## config.mk

```make
export PLATFORM = sky130hd
export DESIGN_NAME = eth_tx_sched
export DESIGN_NICKNAME = d
export VERILOG_FILES = /design/src/rtl/eth_tx_sched.sv
export SDC_FILE = /design/constraint.sdc
export NUM_CORES = 1
export LEC_CHECK = 0
export BUFFER_PORTS_ARGS = -buffer_cell sky130_fd_sc_hd__buf_4
export CORE_MARGIN = 5
export CORE_UTILIZATION = 32
export DETAILED_ROUTE_END_ITERATION = 6
export GPL_ROUTABILITY_DRIVEN = 0
export REMOVE_ABC_BUFFERS = 1
export SYNTH_ARGS = -nofsm -noshare
export SYNTH_HDL_FRONTEND = slang
export SYNTH_SLANG_ARGS = --single-unit
```

## constraint.sdc

```tcl
create_clock -name eth_tx_clk -period 2.45 [get_ports eth_tx_clk]
set_input_delay 0.1225 -clock eth_tx_clk [delete_from_list [all_inputs] [get_ports eth_tx_clk]]
set_output_delay 0.1225 -clock eth_tx_clk [all_outputs]
set_load 0.01 [all_outputs]
```

## src/rtl/eth_tx_sched.sv

```systemverilog
// Purpose : three-port TX scheduler; round-robin grant, registered byte mux, IFG and watchdog.
// Latency : i_req -> o_gnt 1 cycle; i_en[g]/i_data[g] -> o_tx_en/o_data 1 cycle.
// Backpr. : none on the data path; a requester holds i_req until its o_gnt bit is seen.
//
// Ports:
//   eth_tx_clk, rst_n          clock, asynchronous active-low reset
//   i_req[2:0]                 per-port request level (0 ARP resp, 1 ARP req, 2 UDP)
//   o_gnt[2:0]                 one-hot registered grant, high for the whole frame
//   i_data0..2 / i_en0..2      per-port TX byte and data-valid
//   o_data / o_tx_en           registered byte and enable to the PHY
//   o_busy                     scheduler not in IDLE
//   o_err_cnt                  saturating count of start timeouts and frame aborts
module eth_tx_sched #(
   parameter int IFG_CYCLES       = 12,
   parameter int START_TIMEOUT    = 64,
   parameter int MAX_FRAME_CYCLES = 1600
) (
   input  logic       eth_tx_clk,
   input  logic       rst_n,
   input  logic [2:0] i_req,
   output logic [2:0] o_gnt,
   input  logic [7:0] i_data0,
   input  logic [7:0] i_data1,
   input  logic [7:0] i_data2,
   input  logic       i_en0,
   input  logic       i_en1,
   input  logic       i_en2,
   output logic [7:0] o_data,
   output logic       o_tx_en,
   output logic       o_busy,
   output logic [7:0] o_err_cnt
);

   localparam int MAX_A = (IFG_CYCLES > START_TIMEOUT) ? IFG_CYCLES : START_TIMEOUT;
   localparam int MAX_P = (MAX_A > MAX_FRAME_CYCLES) ? MAX_A : MAX_FRAME_CYCLES;
   localparam int CW    = $clog2(MAX_P + 1);

   typedef enum logic [1:0] {
      IDLE  = 2'd0,
      GRANT = 2'd1,
      XMIT  = 2'd2,
      IFG   = 2'd3
   } state_t;

   state_t        state, state_nxt;
   logic [CW-1:0] cnt, cnt_nxt;
   logic [1:0]    rr_last, rr_nxt, pick;
   logic [2:0]    gnt_nxt;
   logic [7:0]    data_nxt, err_nxt;
   logic          tx_en_nxt, err_inc;
   logic [7:0]    sel_data;
   logic          sel_en, sel_req;
   logic          start_hit, frame_hit, ifg_hit;

   // rr_last always names the port currently holding the grant, so it doubles
   // as the mux select; requests and enables from other ports never get through.
   always_comb begin
      sel_data = 8'h00;
      sel_en   = 1'b0;
      sel_req  = 1'b0;
      case (rr_last)
         2'd0:    begin sel_data = i_data0; sel_en = i_en0; sel_req = i_req[0]; end
         2'd1:    begin sel_data = i_data1; sel_en = i_en1; sel_req = i_req[1]; end
         2'd2:    begin sel_data = i_data2; sel_en = i_en2; sel_req = i_req[2]; end
         default: ;
      endcase
   end

   // First requester after rr_last, searching rr_last+1, +2, +3 (mod 3).
   always_comb begin
      pick = 2'd0;
      case (rr_last)
         2'd0:    pick = i_req[1] ? 2'd1 : (i_req[2] ? 2'd2 : 2'd0);
         2'd1:    pick = i_req[2] ? 2'd2 : (i_req[0] ? 2'd0 : 2'd1);
         default: pick = i_req[0] ? 2'd0 : (i_req[1] ? 2'd1 : 2'd2);
      endcase
   end

   // cnt counts cycles spent in the current state, starting at 0 on entry.
   assign start_hit = (cnt == CW'(START_TIMEOUT - 1));
   assign frame_hit = (cnt == CW'(MAX_FRAME_CYCLES - 1));
   assign ifg_hit   = (cnt == CW'(IFG_CYCLES - 1));

   // State and output registers
   always_ff @(posedge eth_tx_clk or negedge rst_n) begin
      if (!rst_n) begin
         state     <= IDLE;
         cnt       <= '0;
         rr_last   <= 2'd2;
         o_gnt     <= 3'b000;
         o_data    <= 8'h00;
         o_tx_en   <= 1'b0;
         o_err_cnt <= 8'h00;
      end else begin
         state     <= state_nxt;
         cnt       <= cnt_nxt;
         rr_last   <= rr_nxt;
         o_gnt     <= gnt_nxt;
         o_data    <= data_nxt;
         o_tx_en   <= tx_en_nxt;
         o_err_cnt <= err_nxt;
      end
   end

   // Next state; in GRANT a first byte beats both withdrawal and timeout, and in
   // XMIT a falling i_en beats the frame limit so a full-length frame is clean.
   always_comb begin
      state_nxt = state;
      case (state)
         IDLE:  if (|i_req) state_nxt = GRANT;
         GRANT: begin
            if (sel_en)         state_nxt = XMIT;
            else if (!sel_req)  state_nxt = IDLE;
            else if (start_hit) state_nxt = IFG;
         end
         XMIT:  if (!sel_en || frame_hit) state_nxt = IFG;
         IFG:   if (ifg_hit) state_nxt = IDLE;
         default: state_nxt = IDLE;
      endcase
   end

   // Next values of the registered outputs
   always_comb begin
      gnt_nxt   = o_gnt;
      rr_nxt    = rr_last;
      data_nxt  = 8'h00;
      tx_en_nxt = 1'b0;
      err_inc   = 1'b0;
      case (state)
         IDLE: begin
            if (|i_req) begin
               gnt_nxt = 3'b001 << pick;
               rr_nxt  = pick;
            end
         end
         GRANT: begin
            if (sel_en) begin
               // The enabling byte itself is forwarded so nothing is dropped.
               tx_en_nxt = 1'b1;
               data_nxt  = sel_data;
            end else if (!sel_req) begin
               gnt_nxt = 3'b000;
            end else if (start_hit) begin
               gnt_nxt = 3'b000;
               err_inc = 1'b1;
            end
         end
         XMIT: begin
            if (!sel_en) begin
               // The low o_tx_en registered here is the first IFG cycle.
               gnt_nxt = 3'b000;
            end else if (frame_hit) begin
               gnt_nxt = 3'b000;
               err_inc = 1'b1;
            end else begin
               tx_en_nxt = 1'b1;
               data_nxt  = sel_data;
            end
         end
         default: ;
      endcase
      cnt_nxt = (state_nxt != state || state == IDLE) ? '0 : cnt + CW'(1);
      err_nxt = (err_inc && o_err_cnt != 8'hFF) ? o_err_cnt + 8'h01 : o_err_cnt;
   end

   assign o_busy = (state != IDLE);

endmodule

```

==> reports/qor.yml <==
cts:
  ctsResizeCount: 0
  clk_pin_slew_worst_paths_ns: 0.07
  cts-buffers-inserted: 5
  cts_buffer_depth: 2
  root_buffer: "clkbuf_8"
  cts_tree: "yes"
  clk_latency_ns: 0.28
  htreeDepth: 2
  clock-sinks: 35
sta:
  hold_slack_ns: 0.0769
  fin_crit_sh_pct: 91.3
  setup_viol: 0
  hold_violations: 0
  maxSlewViolCount: 0
  slew_headroom_pct: 69.7
  fmax_mhz: 447
  fin_ws_ns: 0.213
  rsz0062_at_grt: "false"
  finalCriticalPeriod_ns: 2.24
  setup-tns-final_ns: 0
  max_slew.worst_pin.slew_ns: 0.455
  skew_ns: 0.00590
cells_and_area:
  drive_gt1_share_pct: 33.9
  final_cell_mix: "buf_4, dfrtp_1, nor2_1, a21oi_1, nand2_1"
  fillerInstances: 673
  instances_no_fill: 357
  post-route-util_pct: 42.1
  antenna_cells: 0
  fin_nets: 314
  mostFrequentLayoutCell: "buf_4"
  area_growth_pct: 30.4
yosys:
  yosysSeqAreaShare_pct: 40.6
  yosysWarningCount: 0
  ys_types: 53
  yosys_most_used_dff: "dfrtp_1"
  async_flop_share_pct: 100
  synth_largest_area_cell: "dfrtp_1"
  synth_area_leaders: "dfrtp_1, mux2i_1, nor3_2"
  synth_area_per_cell_um2: 10.0
  synth-seq-cells: 35
  synth_edf_count: 0
  synthCells: 215
  synth_area_um2: 2160
  synth_top_area_share_pct: 39.4
pwr:
  p_leak_nw: 1.27
  power_density_nw_per_um2: 985
  ir_worst_vdd_uv: 366
route:
  vias: 1814
  routed_wirelength_mm: 4.76
  ant_nets: 0
  drc: 0
  routedWlPerCell_um: 13.3
  viasPerCell: 5.08
  drt_iter0_drc: 39
  firstDrtPassIters: 4
worst_setup_path:
  crit_required_ns: 2.61
  endpoint: "o_err_cnt[1]$_DFFE_PN0P_"
  crit_arrival_ns: 2.40
  end_kind: "flop"
  start_kind: "flop"
  reg2reg_from: "state[0]$_DFF_PN0_"
  critical_path_class: "flop to flop"
  cp-startpoint: "state[0]$_DFF_PN0_"
  r2r_setup_slack_ns: 0.21
  rr_endpoint: "o_err_cnt[1]$_DFFE_PN0P_"
  critPathMaxFanout: 7
  worstRegToRegCells: 7
floorplanning:
  io_pins: 53
  start_util_pct: 32.3
  dieHeight_um: 92.1
  die_x_um: 92.1
  coreArea_um2: 6680
  dieArea_um2: 8490
  rows: 30
place:
  port_buffers: 52
  dp_hpwl_mm: 3.67
  placed_cells: 348
  place_ws_ns: 0.256
grt:
  grt_max_degree: 36
  grt_pass1_vias: 1904
  grt_overflow: 0
  grt_usage_pct: 12.0
  antenna_found_initial: 0
  grt_first_pass_wirelength_mm: 8.43
flow_run:
  drv_cap: 0
min_path:
  worstHoldPathType: "input pin to flop"
status:
  status: "finished, final reports clean"
## flip-flops by register name (all words and copies together), names as in the netlist
signal / cells
state: 2
rr_last: 2
o_gnt: 3
cnt: 11
o_data: 8
o_err_cnt: 8
o_tx_en: 1
## report_power, final
part	internal [mW]	leakage, nW	switching [mW]	total, mW
sequential	0.707	0.470	0.118	0.825
combinational	0.708	0.752	0.791	1.50
clock	0.256	0.0515	0.192	0.448
## kinds of logic (layout without fill, tap and decap cells)
logic type / Yosys count / after routing / share of synthesized area [%]
xor+xnor: 16 / 16 / 6.49
flops: 35 / 35 / 40.6
buf+inv: 19 / 81 / 3.83
compound gates: 39 / 39 / 13.8
mux: 14 / 14 / 6.72
fa+ha+maj: 6 / 6 / 3.48
simple gates: 86 / 86 / 25.0
## cell type report
class / instances / area, µm² / share of cell area (%)
Multi-Input combinational cell: 161 / 1200 / 42.6
Sequential cell: 35 / 877 / 31.2
Timing Repair Buffer: 63 / 500 / 17.8
Clock buffer: 8 / 100 / 3.56
Tap cell: 80 / 100 / 3.56
Inverter: 10 / 37.5 / 1.33
## per-layer routing
| layer | track usage, % | wire (µm) | vias up |
|---|---|---|---|
| met5 | 0 | 0 | - |
| met4 | 3.59 | 31 | 0 |
| met3 | 3.94 | 251 | 4 |
| met2 | 20.4 | 2390 | 42 |
| met1 | 14.5 | 2090 | 870 |
| li1 | - | - | 898 |
## stage by stage
step | area [µm²] | power (mW)
floorplan | 2110 | 1.74
global placement | 2700 | 2.35
detailed placement | 2700 | 2.36
CTS | 2810 | 2.82
global route | 2810 | 2.98
finish | 2810 | 2.77
## repair_timing
action,4_1_cts,5_1_grt
hold endpoints to repair,34,0
hold buffers,1,0
buffers inserted,0,0
## cell usage after synthesis (2+ instances only)
cell and instances:
dfrtp_1 34, nor2_1 24, a21oi_1 13, nand2_1 12, xor2_1 11, inv_1 10, mux2i_1 10, nand3_1 10
nor3_2 10, clkbuf_1 7, ha_1 6, nor3_1 5, o21ai_0 5, xnor2_1 5, mux2_1 4, nor4_1 4
nand3b_1 3, a21o_1 2, a2bb2oi_1 2, a31oi_1 2, nand4_1 2, nor4_2 2, or2_2 2
## worst min path at each step
| stage | startpoint | end | slack (ns) | cells after the start |
|---|---|---|---|---|
| 5_1_grt | i_data1[6] | o_data[6]$_DFF_PN0_ | 0.07 | 3 |
| 3_3_place_gp | rst_n | o_gnt[1]$_DFFE_PN0P_ | 0.11 | 1 |
| 6_report | i_data1[2] | o_data[2]$_DFF_PN0_ | 0.08 | 3 |
| 3_5_place_dp | rst_n | o_gnt[1]$_DFFE_PN0P_ | 0.11 | 1 |
| 2_1_floorplan | rst_n | cnt[0]$_DFF_PN0_ | -0.17 | 0 |
| 4_1_cts | i_data1[0] | o_data[0]$_DFF_PN0_ | 0.07 | 3 |
## worst max-delay path, cell delays in order (launching register included)
cell and delay, ns:
dfrtp_1 0.44, inv_1 0.15, ha_1 0.29, nand3_1 0.12, nor4_2 0.31, o221ai_2 0.25, nor2_1 0.23, mux2_1 0.34
No activity file was read; power rests on OpenSTA's default activity.
